File: config.mk
export PLATFORM = sky130hd
export DESIGN_NAME = hazard_scoreboard
export DESIGN_NICKNAME = d
export VERILOG_FILES = /design/src/rtl/arm_pkg.sv /design/src/rtl/scoreboard_match.sv /design/src/rtl/hazard_scoreboard.sv
export SDC_FILE = /design/constraint.sdc
export NUM_CORES = 1
export LEC_CHECK = 0
export ABC_AREA = 1
export CAP_MARGIN = 20
export CORE_ASPECT_RATIO = 0.9
export CORE_MARGIN = 4
export CORE_UTILIZATION = 53
export DETAILED_ROUTE_END_ITERATION = 10
export GPL_ROUTABILITY_DRIVEN = 0
export PLACE_DENSITY = 0.78
export SYNTH_ARGS = -nofsm -noshare
export SYNTH_HDL_FRONTEND = slang
export SYNTH_HIERARCHICAL = 1
export SYNTH_SLANG_ARGS = --single-unit
File: constraint.sdc
create_clock -name clk -period 2.6 [get_ports clk]
set_input_delay 0.52 -clock clk [delete_from_list [all_inputs] [get_ports clk]]
set_output_delay 0.52 -clock clk [all_outputs]
set_load 0.01 [all_outputs]
File: src/rtl/arm_pkg.sv
// Shared types and constants for the hazard scoreboard slice.
package arm_pkg;

  localparam int unsigned REG_AW_DEF = 4;
  // Stage entries carry a fixed-width dest field; narrower register addresses are zero-extended.
  localparam int unsigned REG_AW_MAX = 8;
  // Forwarding select value meaning "read the register file".
  localparam int unsigned FWD_SEL_RF = 0;

  typedef struct packed {
    logic                  valid;
    logic [REG_AW_MAX-1:0] dest;
    logic                  wb_en;
    logic                  mem_r_en;
  } stage_entry_t;

endpackage

File: src/rtl/scoreboard_match.sv
// Compares one source register against every in-flight stage; reports per-stage hits and
// the index of the youngest (lowest-numbered) matching stage.
module scoreboard_match
  import arm_pkg::*;
#(
  parameter int unsigned DEPTH = 3,
  parameter int unsigned IDX_W = 2
) (
  input  logic [REG_AW_MAX-1:0]   src,
  input  logic                    src_used,
  input  stage_entry_t [DEPTH-1:0] stages,
  output logic [DEPTH-1:0]        hit,
  output logic [IDX_W-1:0]        youngest
);

  // Per-stage match, then scan oldest-to-youngest so the youngest hit is the final write.
  always_comb begin
    hit      = '0;
    youngest = '0;
    for (int i = 0; i < int'(DEPTH); i++) begin
      hit[i] = src_used && stages[i].valid && stages[i].wb_en && (stages[i].dest == src);
    end
    for (int i = int'(DEPTH) - 1; i >= 0; i--) begin
      if (hit[i]) youngest = IDX_W'(i);
    end
  end

endmodule

File: src/rtl/hazard_scoreboard.sv
// Tracks destinations of in-flight instructions after ID and decides stall / forwarding
// for the instruction currently in ID.
module hazard_scoreboard
  import arm_pkg::*;
#(
  parameter int unsigned DEPTH  = 3,
  parameter int unsigned REG_AW = REG_AW_DEF,
  parameter int unsigned FWD_EN = 1,
  parameter int unsigned CNT_W  = 16
) (
  input  logic                         clk,
  input  logic                         rst,
  input  logic                         flush,
  input  logic                         issue_valid,
  input  logic [REG_AW-1:0]            issue_dest,
  input  logic                         issue_wb_en,
  input  logic                         issue_mem_r_en,
  input  logic [REG_AW-1:0]            src1,
  input  logic [REG_AW-1:0]            src2,
  input  logic                         src1_used,
  input  logic                         src2_used,
  output logic                         stall,
  output logic [$clog2(DEPTH+1)-1:0]   fwd_sel1,
  output logic [$clog2(DEPTH+1)-1:0]   fwd_sel2,
  output logic [CNT_W-1:0]             stall_count
);

  localparam int unsigned SEL_W = $clog2(DEPTH + 1);

  stage_entry_t [DEPTH-1:0] stages_q, stages_d;
  logic [CNT_W-1:0]         cnt_q, cnt_d;

  logic [DEPTH-1:0] hit1, hit2;
  logic [SEL_W-1:0] young1, young2;
  logic             hit_any1, hit_any2;
  logic             load_use;

  scoreboard_match #(
    .DEPTH (DEPTH),
    .IDX_W (SEL_W)
  ) u_match1 (
    .src      (REG_AW_MAX'(src1)),
    .src_used (src1_used),
    .stages   (stages_q),
    .hit      (hit1),
    .youngest (young1)
  );

  scoreboard_match #(
    .DEPTH (DEPTH),
    .IDX_W (SEL_W)
  ) u_match2 (
    .src      (REG_AW_MAX'(src2)),
    .src_used (src2_used),
    .stages   (stages_q),
    .hit      (hit2),
    .youngest (young2)
  );

  assign hit_any1 = |hit1;
  assign hit_any2 = |hit2;

  // A youngest match in stage 0 that is a load cannot be forwarded yet.
  assign load_use = (hit_any1 && (young1 == '0) && stages_q[0].mem_r_en) ||
                    (hit_any2 && (young2 == '0) && stages_q[0].mem_r_en);

  // Stall and forwarding decision; flush masks everything.
  always_comb begin
    stall    = 1'b0;
    fwd_sel1 = SEL_W'(FWD_SEL_RF);
    fwd_sel2 = SEL_W'(FWD_SEL_RF);
    if (!flush) begin
      if (FWD_EN == 0) begin
        stall = issue_valid && (hit_any1 || hit_any2);
      end else begin
        stall = issue_valid && load_use;
        if (hit_any1) fwd_sel1 = young1 + SEL_W'(1);
        if (hit_any2) fwd_sel2 = young2 + SEL_W'(1);
      end
    end
  end

  // Shift the pipeline; stage 0 takes the ID instruction or a bubble.
  always_comb begin
    stages_d    = '0;
    stages_d[0] = '0;
    if (issue_valid && !stall && !flush) begin
      stages_d[0].valid    = 1'b1;
      stages_d[0].dest     = REG_AW_MAX'(issue_dest);
      stages_d[0].wb_en    = issue_wb_en;
      stages_d[0].mem_r_en = issue_mem_r_en;
    end
    for (int i = 1; i < int'(DEPTH); i++) begin
      stages_d[i] = stages_q[i-1];
    end
  end

  // Saturating stall counter.
  always_comb begin
    cnt_d = cnt_q;
    if (stall && (cnt_q != '1)) cnt_d = cnt_q + CNT_W'(1);
  end

  // State registers with synchronous reset.
  always_ff @(posedge clk) begin
    if (rst) begin
      stages_q <= '0;
      cnt_q    <= '0;
    end else begin
      stages_q <= stages_d;
      cnt_q    <= cnt_d;
    end
  end

  assign stall_count = cnt_q;

endmodule

### Yosys cells after proc, flatten, opt, wreduce, memory -nomap -nowiden

Index checks and enable logic that the tools add are counted.

| operators by class | value |
|---|---|
| mux-type cells | 12 |
| equality and inequality tests | 7 |
| bitwise gates (word level) | 1 |
| $add $sub $neg | 3 |
| reduce and logical (&&, ||, !) cells | 34 |

Operators by type and width:

| operator | number |
|---|---|
| $eq A8 B4 Y1 | 6 |
| $logic_and A1 B1 Y1 | 26 |
| $mux W2 | 10 |
| $add A16 B1 Y16 const B | 1 |
| $ne A16 B16 Y1 const B | 1 |
| $mux W11 | 1 |
| $reduce_or A3 Y1 | 2 |
| $add A2 B1 Y2 const B | 2 |
| $logic_not A2 Y1 | 2 |
| $logic_not A1 Y1 | 2 |
| $reduce_or A2 Y1 | 1 |
| $logic_or A1 B1 Y1 | 1 |
| $mux W1 | 1 |
| $not A1 Y1 | 1 |

| storage, ports and cells | value |
|---|---|
| input bits | 20 |
| register bits after elaboration | 47 |
| word-level logic and storage cells | 69 |

### Logic depth before layout (Yosys ltp)

Gate-level depths: netlist of run 1.

| logic depth | value |
|---|---|
| word-level depth | 17 |
| gate-level depth with buffers | 17 |

### Hierarchy

The synthesis of run 1 kept the hierarchy.

Modules (own cells, without submodules):

| module | seq. area each (µm²) | area an instance (µm²) | cells each | times used |
|---|---|---|---|---|
| hazard_scoreboard | 740.7 | 1,789.2 | 242 | 1 |
| scoreboard_match | 0.0 | 467.9 | 93 | 2 |

### Least setup slack after synthesis of run 1

No wires, ideal clock.

| timing path | value |
|---|---|
| kind | input -> output |
| start point | input port src2[3] |
| end point | output port stall |
| arrival | 1.794 ns |
| slack | 0.286 ns |
| stages on the path | 12 |
| data required time | 2.080 ns |
| cell sequence | nor2_1 -> nor2_2 -> nor2_4 -> nand4_2 -> nor2_1 -> inv_1 -> ha_1 -> nand2_1 -> nand2_1 -> nand2_2 -> buf_2 -> inv_1 |

| on the way | value |
|---|---|
| elaborated cells on any way between the ends | 16 |
| those cells by class | 3 x eq/ne; 4 x mux; 9 x reduce/logical |

RTL lines:

| what | RTL line | RTL |
|---|---|---|
| from (decl) | hazard_scoreboard.sv:19 | `input logic [REG_AW-1:0] src2,` |
| $eq A8 B4 Y1 | scoreboard_match.sv:21 | `hit[i] = src_used && stages[i].valid && stages[i].wb_en && (stages[i].dest == src);` |
| $logic_and A1 B1 Y1 | scoreboard_match.sv:21 |  |
| $mux W2 | scoreboard_match.sv:24 | `if (hit[i]) youngest = IDX_W'(i);` |
| $mux W2 * | scoreboard_match.sv:24 |  |
| named net young2[0] | hazard_scoreboard.sv:34 | `logic [SEL_W-1:0] young1, young2;` |
| $logic_not A2 Y1 * | hazard_scoreboard.sv:65 | `(hit_any2 && (young2 == '0) && stages_q[0].mem_r_en);` |
| $logic_and A1 B1 Y1 * (2 in series) | hazard_scoreboard.sv:65 |  |
| $logic_or A1 B1 Y1 * | hazard_scoreboard.sv:64 | `assign load_use = (hit_any1 && (young1 == '0) && stages_q[0].mem_r_en) \|\|` |
| $logic_and A1 B1 Y1 * | hazard_scoreboard.sv:76 | `stall = issue_valid && load_use;` |
| $mux W1 * | hazard_scoreboard.sv:72 | `if (!flush) begin` |
| to (decl) | hazard_scoreboard.sv:22 | `output logic stall,` |

Mark *: on every way through the listed nets, which the timed path passes. The rest lies on a longest branch.

### Worst setup path in the final report of run 1

| timing path | value |
|---|---|
| start point | input port src1[1] |
| end point | output port stall |

| on the way | value |
|---|---|
| cells in the longest elaborated chain, start to end | 11 |
| elaborated cells on any way between the ends | 16 |
| those cells by class | 3 x eq/ne; 4 x mux; 9 x reduce/logical |

RTL lines:

| what | RTL line | RTL |
|---|---|---|
| from (decl) | hazard_scoreboard.sv:18 | `input logic [REG_AW-1:0] src1,` |
| $eq A8 B4 Y1 | scoreboard_match.sv:21 |  |
| $logic_and A1 B1 Y1 | scoreboard_match.sv:21 |  |
| $mux W2 (2 in series) | scoreboard_match.sv:24 |  |
| $mux W2 * | scoreboard_match.sv:24 |  |
| named net young1[1] | hazard_scoreboard.sv:34 |  |
| $logic_not A2 Y1 * | hazard_scoreboard.sv:64 |  |
| $logic_and A1 B1 Y1 * (2 in series) | hazard_scoreboard.sv:64 |  |
| $logic_or A1 B1 Y1 * | hazard_scoreboard.sv:64 |  |
| $logic_and A1 B1 Y1 * | hazard_scoreboard.sv:76 |  |
| $mux W1 * | hazard_scoreboard.sv:72 |  |

Marks and branches as above.

==> metrics.txt, run 1 <==
unrepaired setup endpoints after global routing=true; clock sinks=35; share of cells above drive strength 1=0.2007; full die area=6247 µm²; number of global-route vias before repair=2,439; Wirelength per Cell=10.45 µm; period utilisation layout=0.9669; drt pass-1 iters=4; minimum clock period=2514 ps; I/O Buffers=40; delay-heaviest family, CP=simple AND/OR/NAND/NOR gates; Critical Path RT=2080 ps; r2r startpoint=stages_d[24]; Clock Tree Buf Depth=2; MaxCap Viol Count=0; final setup margin=86.13 ps; post-route ant nets=0; H-tree level count=2; vias per inst=4.425; Post-Synthesis Cells=423; die width=82.87 µm; fill cell count=419; Core Area=4865 µm²; P_leak=1.609 nW; residual DRC count=0; Inserted Diodes=0; placed cell areas=3423 µm²; maximum clock rate=397.8 MHz; vias=2,668; worst setup path start=src1[1]; root buf cell=clkbuf_8; DPL Wire Length=4946 µm; final WL=6301 µm; clk slew on worst S/H paths=70 ps; hold_sp=stages_d[23]; PD cells=312.9 nW/µm²; dpl cells=594; initial antenna violation count=0; Iter 0 DRT Violations=186; Final #Nets=560; largest net degree at the start of global routing=23; CP arrival=1990 ps; critical path capture point type=output pin; post-route core utilization=0.7292; longest individual stage delay on the worst path=220 ps; Setup-failing EPs final=0; CTS tree=done; Top Ports=41; Avg Cell Area, Syn=6.321 µm²; CP Max Fanout=4; Syn Std Cell Area=2674 µm²; synth warn=6; Hold Vio Cnt, Final=0; Fin Clk Skew=3.308 ps; die height=75.38 µm; CP Class=in -> out; Peak VDD IR=0.0002263 V; max-slew violations=0; CP Buf/Inv Count=5; Syn-to-layout area delta=32.66%; setup slack at placement=-650.8 ps; Hold Path Class=reg -> reg; row count=24; Design Area, Final=3547 µm²; setup_tns=0 ps; outcome=finished, final reports clean; worst path cell trace=clkdlybuf4s15_2 -> buf_4 -> xor2_1 -> nor2_1 -> nand3_2 -> nor2_2 -> inv_1 -> ha_1 -> nand2_1 -> nand2_2 -> nand2_2 -> inv_1 -> clkbuf_2; slowest CP cell=clkdlybuf4s15_2; GRT Overall Usage=0.2105; Layout Cells excl Fill=603; wire length of the first global-routing pass=10,640 µm; crit start category=input port; Initial Utilization=0.5496; Skew-Pair Late Insertion Delay=290 ps; CTS buffer count=5; grt ovf=0
[where the power goes]
part / switching, W / internal [W] / leakage, nW
Clock: 0.000212 / 0.000187 / 0.0412
Sequential: 0.00000580 / 0.000542 / 0.284
Combinational: 0.0000928 / 0.0000706 / 1.28
Total: 0.000310 / 0.000800 / 1.61
[final cells by class]
| class | instances | area, µm² | area share |
|---|---|---|---|
| multi-input combinational | 362 | 1917 | 0.5404 |
| clock inverter | 2 | 12.51 | 0.003527 |
| clock buffer | 6 | 72.57 | 0.02046 |
| inverter | 83 | 311.5 | 0.08783 |
| timing repair buffer | 50 | 449.2 | 0.1266 |
| tap | 65 | 81.33 | 0.02293 |
| sequential | 35 | 703.2 | 0.1982 |
[per-stage QoR]
step                      power (W)  hold WS [ps]
after floorplan           0.0006645         416.2
after global placement    0.0007143         423.9
after detailed placement  0.0007167         430.8
after CTS                  0.001111         441.0
after global routing       0.001161         465.9
final                      0.001110         439.7
[registers in the layout (all words and copies together) (netlist names)]
name and cells:
stall_count 16, stages_d 13, stages_q 6
[worst register-to-register path: cells and delay by family (launching register included)]
kind / cells / cell delay [ps]
AOI/OAI and AO/OA: 1 / 160
adders and majority gates: 1 / 140
buffers and inverters: 4 / 510
DFF: 1 / 430
and+or+nand+nor: 10 / 900
[routing by layer]
layer | vias to the layer above | part of all wire | global-route usage
li1 | 1429 | - | -
met1 | 1182 | 0.50 | 0.2887
met4 | 0 | 0.0067 | 0.06715
met5 | - | 0 | 0
met3 | 4 | 0.046 | 0.03676
met2 | 53 | 0.45 | 0.3425
[final timing paths]
| check | slack [ps] | to | cells after the start |
|---|---|---|---|
| worst max-delay path | 90 | stall | 13 |
| worst min-delay path | 440 | stages_q[23] | 2 |
| worst max register to register | 340 | stall_count[1] | 16 |
| worst min register to register | 440 | stages_q[23] | 2 |
[timing repair]
item / 4_1_cts / 5_1_grt
setup endpoints to repair: 9 / 5
gates resized for setup: 44 / 21
pin swaps: 14 / 13
hold buffers: 0 / 0
buffers inserted: 1 / 0
[cells in the final DEF (no fill, tap or decap), types with 3 or more instances in the layout]
cell type	count
a21oi_1	5
a21oi_2	8
buf_2	4
buf_4	9
clkbuf_2	5
clkbuf_8	5
clkdlybuf4s15_2	5
clkdlybuf4s50_1	25
clkinv_1	4
conb_1	64
dfxtp_1	33
inv_1	68
inv_2	11
nand2_1	104
nand2_2	17
nand3_1	7
nand3_2	5
nand4_1	6
nor2_1	55
nor2_2	19
nor2_4	7
nor3_1	3
o21ai_0	9
o21ai_1	7
xnor2_1	21
xor2_1	9
(Power assumes the default switching activity.)
==> run 2, diff against run 1 <==
Settings changed: REMOVE_ABC_BUFFERS from default to 1.
==> metrics.txt, run 2 (synthesized netlist as in run 1, its figures left out) <==
I/O Buffers=40 (unchanged); share of cells above drive strength 1=0.2123 (was 0.2007); crit start category=input port (unchanged); Int Pwr=0.0008213 W (was 0.0007995 W); maximum clock rate=399.4 MHz (was 397.8 MHz); max-slew violations=0 (unchanged); minimum clock period=2504 ps (was 2514 ps); Initial Utilization=0.5496 (unchanged); Clock power frac=0.361 (was 0.360); grt ovf=0 (unchanged); max reg flops=16 (unchanged); Design Area, Final=3531 µm² (was 3547 µm²); Core Area=4865 µm² (unchanged); Psw=0.0003009 W (was 0.0003102 W); slowest CP cell=ha_1 (was clkdlybuf4s15_2); MaxCap Viol Count=0 (unchanged); wire length of the first global-routing pass=10,650 µm (was 10,640 µm); Final #Nets=560 (unchanged); post-route ant nets=0 (unchanged); initial antenna violation count=0 (unchanged); PD cells=317.8 nW/µm² (was 312.9 nW/µm²); period utilisation layout=0.9630 (was 0.9669); DPL Wire Length=4979 µm (was 4946 µm); CTS tree=done (unchanged); clock sinks=35 (unchanged); Hold Path Class=reg -> reg (unchanged); outcome=finished, final reports clean (unchanged); drt pass-1 iters=4 (unchanged); reg2reg end=stall_count[1] (unchanged); critical path capture point type=output pin (unchanged); Wirelength per Cell=10.72 µm (was 10.45 µm); row count=24 (unchanged); Worst Hold Endpoint=stages_d[23] (was stages_q[23]); Gate power share=0.151 (was 0.147); worst path cell trace=clkdlybuf4s15_2 -> nor2_2 -> nor2_4 -> nor2_4 -> nand4_2 -> nor2_2 -> inv_1 -> ha_1 -> inv_1 -> nor2_1 -> buf_2 (was clkdlybuf4s15_2 -> buf_4 -> xor2_1 -> nor2_1 -> nand3_2 -> nor2_2 -> inv_1 -> ha_1 -> nand2_1 -> nand2_2 -> nand2_2 -> inv_1 -> clkbuf_2); most frequent cells in the layout=106 x nand2_1, 69 x inv_1, 64 x conb_1 (was 104 x nand2_1, 68 x inv_1, 64 x conb_1); Hold Vio Cnt, Final=0 (unchanged); CP arrival=1980 ps (was 1990 ps); placed cell areas=3423 µm² (unchanged); Syn-to-layout area delta=32.05% (was 32.66%); hold path cells=2 (unchanged); die width=82.87 µm (unchanged); Fin Clk Skew=6.934 ps (was 3.308 ps); full die area=6247 µm² (unchanged); Clock Tree Buf Depth=2 (unchanged); Critical Path RT=2080 ps (about the same); Top Ports=41 (unchanged); hold_sp=stages_d[12] (was stages_d[23]); largest net degree at the start of global routing=22 (was 23); commonest non-fill, non-tap cell in the layout=nand2_1 (unchanged); CP Max Fanout=4 (unchanged); Inserted Diodes=0 (unchanged); Switching Share=0.2681 (was 0.2795); clk slew on worst S/H paths=60 ps (was 70 ps); vias=2,638 (was 2,668); root buf cell=clkbuf_8 (unchanged); CP Class=in -> out (unchanged); final WL=6454 µm (was 6301 µm); delay-heaviest family, CP=simple AND/OR/NAND/NOR gates (unchanged); register share of total power=0.488 (was 0.493); setup slack at placement=-646.7 ps (was -650.8 ps); longest individual stage delay on the worst path=270 ps (was 220 ps); Iter 0 DRT Violations=123 (was 186); H-tree level count=2 (unchanged); P_leak=1.632 nW (was 1.609 nW); Reg2Reg Setup Slack=340 ps (about the same); residual DRC count=0 (unchanged); vias per inst=4.382 (was 4.425); Peak VDD IR=0.0002665 V (was 0.0002263 V); GRT Overall Usage=0.2133 (was 0.2105); CTS buffer count=5 (unchanged); R2R depth=16 (unchanged); number of global-route vias before repair=2,427 (was 2,439); Setup-failing EPs final=0 (unchanged); die height=75.38 µm (unchanged); final setup margin=96.24 ps (was 86.13 ps); Skew-Pair Late Insertion Delay=290 ps (about the same); r2r startpoint=stages_d[26] (was stages_d[24]); CP Buf/Inv Count=4 (was 5)
## run 2: cell types whose count changed in the layout (fill, tap and decap cells not counted), moves of 2 or more
cell,delta
clkbuf_2,+3
clkdlybuf4s15_2,-4
dfxtp_1,-3
dfxtp_2,+3
nand2_1,+2
nand2_2,-2
nor2_1,-4
nor2_2,+3
xnor2_1,-2
xnor2_2,+2
## run 2: stage by stage
step                      instances  total power [W]  hold slack (ps)  utilization  setup TNS [ps]
after floorplan                 480        0.0006581            416.2            -               0
after global placement          594        0.0007163            423.6       0.7037           -7013
after detailed placement        594        0.0007182            426.5       0.7037           -8269
after CTS                       602         0.001122            439.6       0.7230               0
after global routing            602         0.001182            455.1       0.7258          -30.87
final                           602         0.001122            431.6       0.7258               0
## run 2: power groups by stage
stage | Clock (W) | Combinational [W] | Sequential [W]
floorplan | 0 | 0.000100 | 0.000558
global placement | 0 | 0.000157 | 0.000559
detailed placement | 0 | 0.000159 | 0.000559
CTS | 0.000417 | 0.000158 | 0.000547
global route | 0.000444 | 0.000190 | 0.000548
finish | 0.000405 | 0.000169 | 0.000548
## run 2: worst max path at each step
| stage | endpoint | cells after the start | from | slack (ps) |
|---|---|---|---|---|
| after global placement | stall | 14 | src1[3] | -580 |
| after CTS | stall | 15 | src2[0] | 4 |
| final | fwd_sel1[1] | 11 | src1[3] | 100 |
| after global routing | fwd_sel1[1] | 12 | src1[3] | -30 |
| after floorplan | stall | 11 | src2[3] | 380 |
| after detailed placement | fwd_sel2[1] | 12 | src2[3] | -650 |
## run 2: worst register-to-register path: stages (launching register included)
cell and delay (ps):
dfxtp_2 320, buf_4 140, nand2_1 60, nand2_1 70
nor2_2 150, nand4_4 140, nor2_4 130, inv_1 50
ha_1 190, nand2_1 80, nand2_1 70, nand2_2 60
buf_4 240, nor2_4 70, buf_4 160, o21ai_0 160
nor2_1 70
## run 2: layer usage
| layer | up-vias | global-route usage | routed length [µm] |
|---|---|---|---|
| met1 | 1168 | 0.2911 | 3221 |
| met4 | 0 | 0.04537 | 35 |
| met5 | - | 0 | 0 |
| met3 | 4 | 0.05297 | 273 |
| met2 | 49 | 0.3470 | 2923 |
| li1 | 1417 | - | - |
## run 2: cell type report
| type | count | area, µm² |
|---|---|---|
| multi-input cells | 362 | 1921 |
| fillers | 441 | 1334 |
| flip-flops and latches | 35 | 706.9 |
| repair buffers | 50 | 422.9 |
| inverters | 83 | 311.5 |
| clock buffers | 6 | 82.58 |
| well taps | 65 | 81.33 |
| clock inverters | 1 | 5.005 |
## run 2: what timing repair did
item | in CTS | in global routing
resized for setup | 37 | 36
hold buffers | 0 | 0
pin swaps | 7 | 11
setup endpoints to repair | 9 | 5
buffers inserted | 1 | 0
==> run 3, diff against run 2 <==
Settings changed: CELL_PAD_IN_SITES_DETAIL_PLACEMENT from default to 1, CELL_PAD_IN_SITES_GLOBAL_PLACEMENT from default to 1, CORE_UTILIZATION 53 to 38, PLACE_DENSITY 0.78 to default, PLACE_DENSITY_LB_ADDON from default to 0.1.
==> metrics.txt, run 3 (synthesized netlist as in run 1, its figures left out) <==
wire length of the first global-routing pass=13,530 µm (was 10,650 µm); die width=96.42 µm (was 82.87 µm); largest net degree at the start of global routing=19 (was 22); Top Ports=41 (unchanged); setup slack at placement=-722.5 ps (was -646.7 ps); Core Area=6691 µm² (was 4865 µm²); CP Class=in -> out (unchanged); CTS buffer count=5 (unchanged); Post-CTS Hold Buffers=0 (unchanged); Peak VDD IR=0.0002419 V (was 0.0002665 V); PD cells=325.1 nW/µm² (was 317.8 nW/µm²); Final #Nets=560 (unchanged); period utilisation layout=0.9819 (was 0.9630); number of global-route vias before repair=2,922 (was 2,427); Wirelength per Cell=13.19 µm (was 10.72 µm); CP arrival=2030 ps (was 1980 ps); met1 wire length=3894 µm (was 3221 µm); MaxCap Viol Count=0 (unchanged); CP Max Fanout=3 (was 4); Clock Tree Buf Depth=2 (unchanged); critical path capture point type=output pin (unchanged); full die area=8444 µm² (was 6247 µm²); Design Area, Final=3620 µm² (was 3531 µm²); root buf cell=clkbuf_8 (unchanged); commonest non-fill, non-tap cell in the layout=nand2_1 (unchanged); H-tree level count=2 (unchanged); grt ovf=0 (unchanged); P_leak=1.628 nW (was 1.632 nW); clk slew on worst S/H paths=80 ps (was 60 ps); Skew-Pair Late Insertion Delay=290 ps (about the same); drt pass-1 iters=4 (unchanged); Hold Path Class=reg -> reg (unchanged); CTS tree=done (unchanged); vias per inst=4.479 (was 4.382); unrepaired setup endpoints after global routing=true; clock sinks=35 (unchanged); Inserted Diodes=0 (unchanged); die height=87.58 µm (was 75.38 µm); post-route core utilization=0.5410 (was 0.7258); DPL Wire Length=6411 µm (was 4979 µm); final WL=8286 µm (was 6454 µm); Fin Clk Skew=6.155 ps (was 6.934 ps); initial antenna violation count=0 (unchanged); max reg flops=16 (unchanged); GRT Overall Usage=0.2061 (was 0.2133); max-slew violations=0 (unchanged); Critical Path RT=2080 ps (about the same); I/O Buffers=40 (unchanged); row count=28 (was 24); share of cells above drive strength 1=0.2193 (was 0.2123); most frequent cells in the layout=103 x nand2_1, 68 x inv_1, 64 x conb_1 (was 106 x nand2_1, 69 x inv_1, 64 x conb_1); Initial Utilization=0.3996 (was 0.5496); crit start category=input port (unchanged); Setup-failing EPs final=0 (unchanged); placed cell areas=3462 µm² (was 3423 µm²); top sig layer=met4 (unchanged); met3 wire length=277 µm (was 273 µm); DR WL met2=4021 µm (was 2923 µm); minimum clock period=2553 ps (was 2504 ps); vias=2,813 (was 2,638); final setup margin=47.10 ps (was 96.24 ps); post-CTS setup repair buffer count=0 (was 1); Reg2Reg Setup Slack=250 ps (was 340 ps); Hold Vio Cnt, Final=0 (unchanged); residual DRC count=0 (unchanged); post-route ant nets=0 (unchanged); maximum clock rate=391.7 MHz (was 399.4 MHz); outcome=finished, final reports clean (unchanged); Syn-to-layout area delta=35.38% (was 32.05%); Iter 0 DRT Violations=74 (was 123)
-- run 3: cell count changes in the layout (fill, tap and decap cells not counted), sizes merged --
cell           before  now
buf                15   13
clkdlybuf4s15       1    3
inv                80   79
clkinvlp            0    1
dlygate4sd2         1    0
clkinv              4    5
clkbuf             14   15
-- run 3: power by group --
part / total (W) / switching (W) / leakage [nW] / internal [W]
logic: 0.000178 / 0.000104 / 1.30 / 0.0000731
clock network: 0.000452 / 0.000235 / 0.0474 / 0.000217
registers: 0.000548 / 0.00000612 / 0.284 / 0.000541
total: 0.00118 / 0.000346 / 1.63 / 0.000831
-- run 3: path summary, 6_finish.rpt --
kind                startpoint              to  cells past startpoint
setup / recovery     src1_used           stall                     14
hold / removal    stages_d[32]    stages_q[32]                      2
setup reg to reg  stages_d[24]  stall_count[0]                     16
hold reg to reg   stages_d[32]    stages_q[32]                      2
-- run 3: metal layers --
metal  global-route usage  vias up
li1                     -     1423
met1               0.2726     1342
met2               0.3492       39
met3              0.03265        9
met4              0.05478        0
met5                    0        -
-- run 3: area by class of cell --
type / count / area (µm²)
Inverter: 83 / 311.5
Multi-Input combinational cell: 362 / 1962
Fill cell: 941 / 3072
Clock inverter: 2 / 16.27
Timing Repair Buffer: 50 / 430.4
Clock buffer: 6 / 82.58
Tap cell: 90 / 112.6
Sequential cell: 35 / 704.4
-- run 3: critical path, stage by stage --
cell	delay (ps)
clkdlybuf4s15_2	200
nand2_1	70
nor2_2	120
nand2_2	80
nor2_4	130
nand4_4	110
nor2_4	120
inv_1	60
ha_1	200
nand2_1	100
nand2_2	80
nand2_2	70
inv_1	40
buf_2	130
-- run 3: metrics by stage --
step           setup TNS (ps)  power [W]  hold WS [ps]  cells
6_report                    0   0.001177         447.4    628
5_1_grt                -77.12   0.001240         482.0    628
4_1_cts                -2.230   0.001177         452.6    628
3_5_place_dp           -11060  0.0007245         440.5    620
3_3_place_gp            -9635  0.0007203         431.3    620
2_1_floorplan               0  0.0006581         416.2    480
-- run 3: what timing repair did --
action,4_1_cts,5_1_grt
pin swaps,13,9
endpoints found under the setup margin,27,6
gates resized for setup,39,38
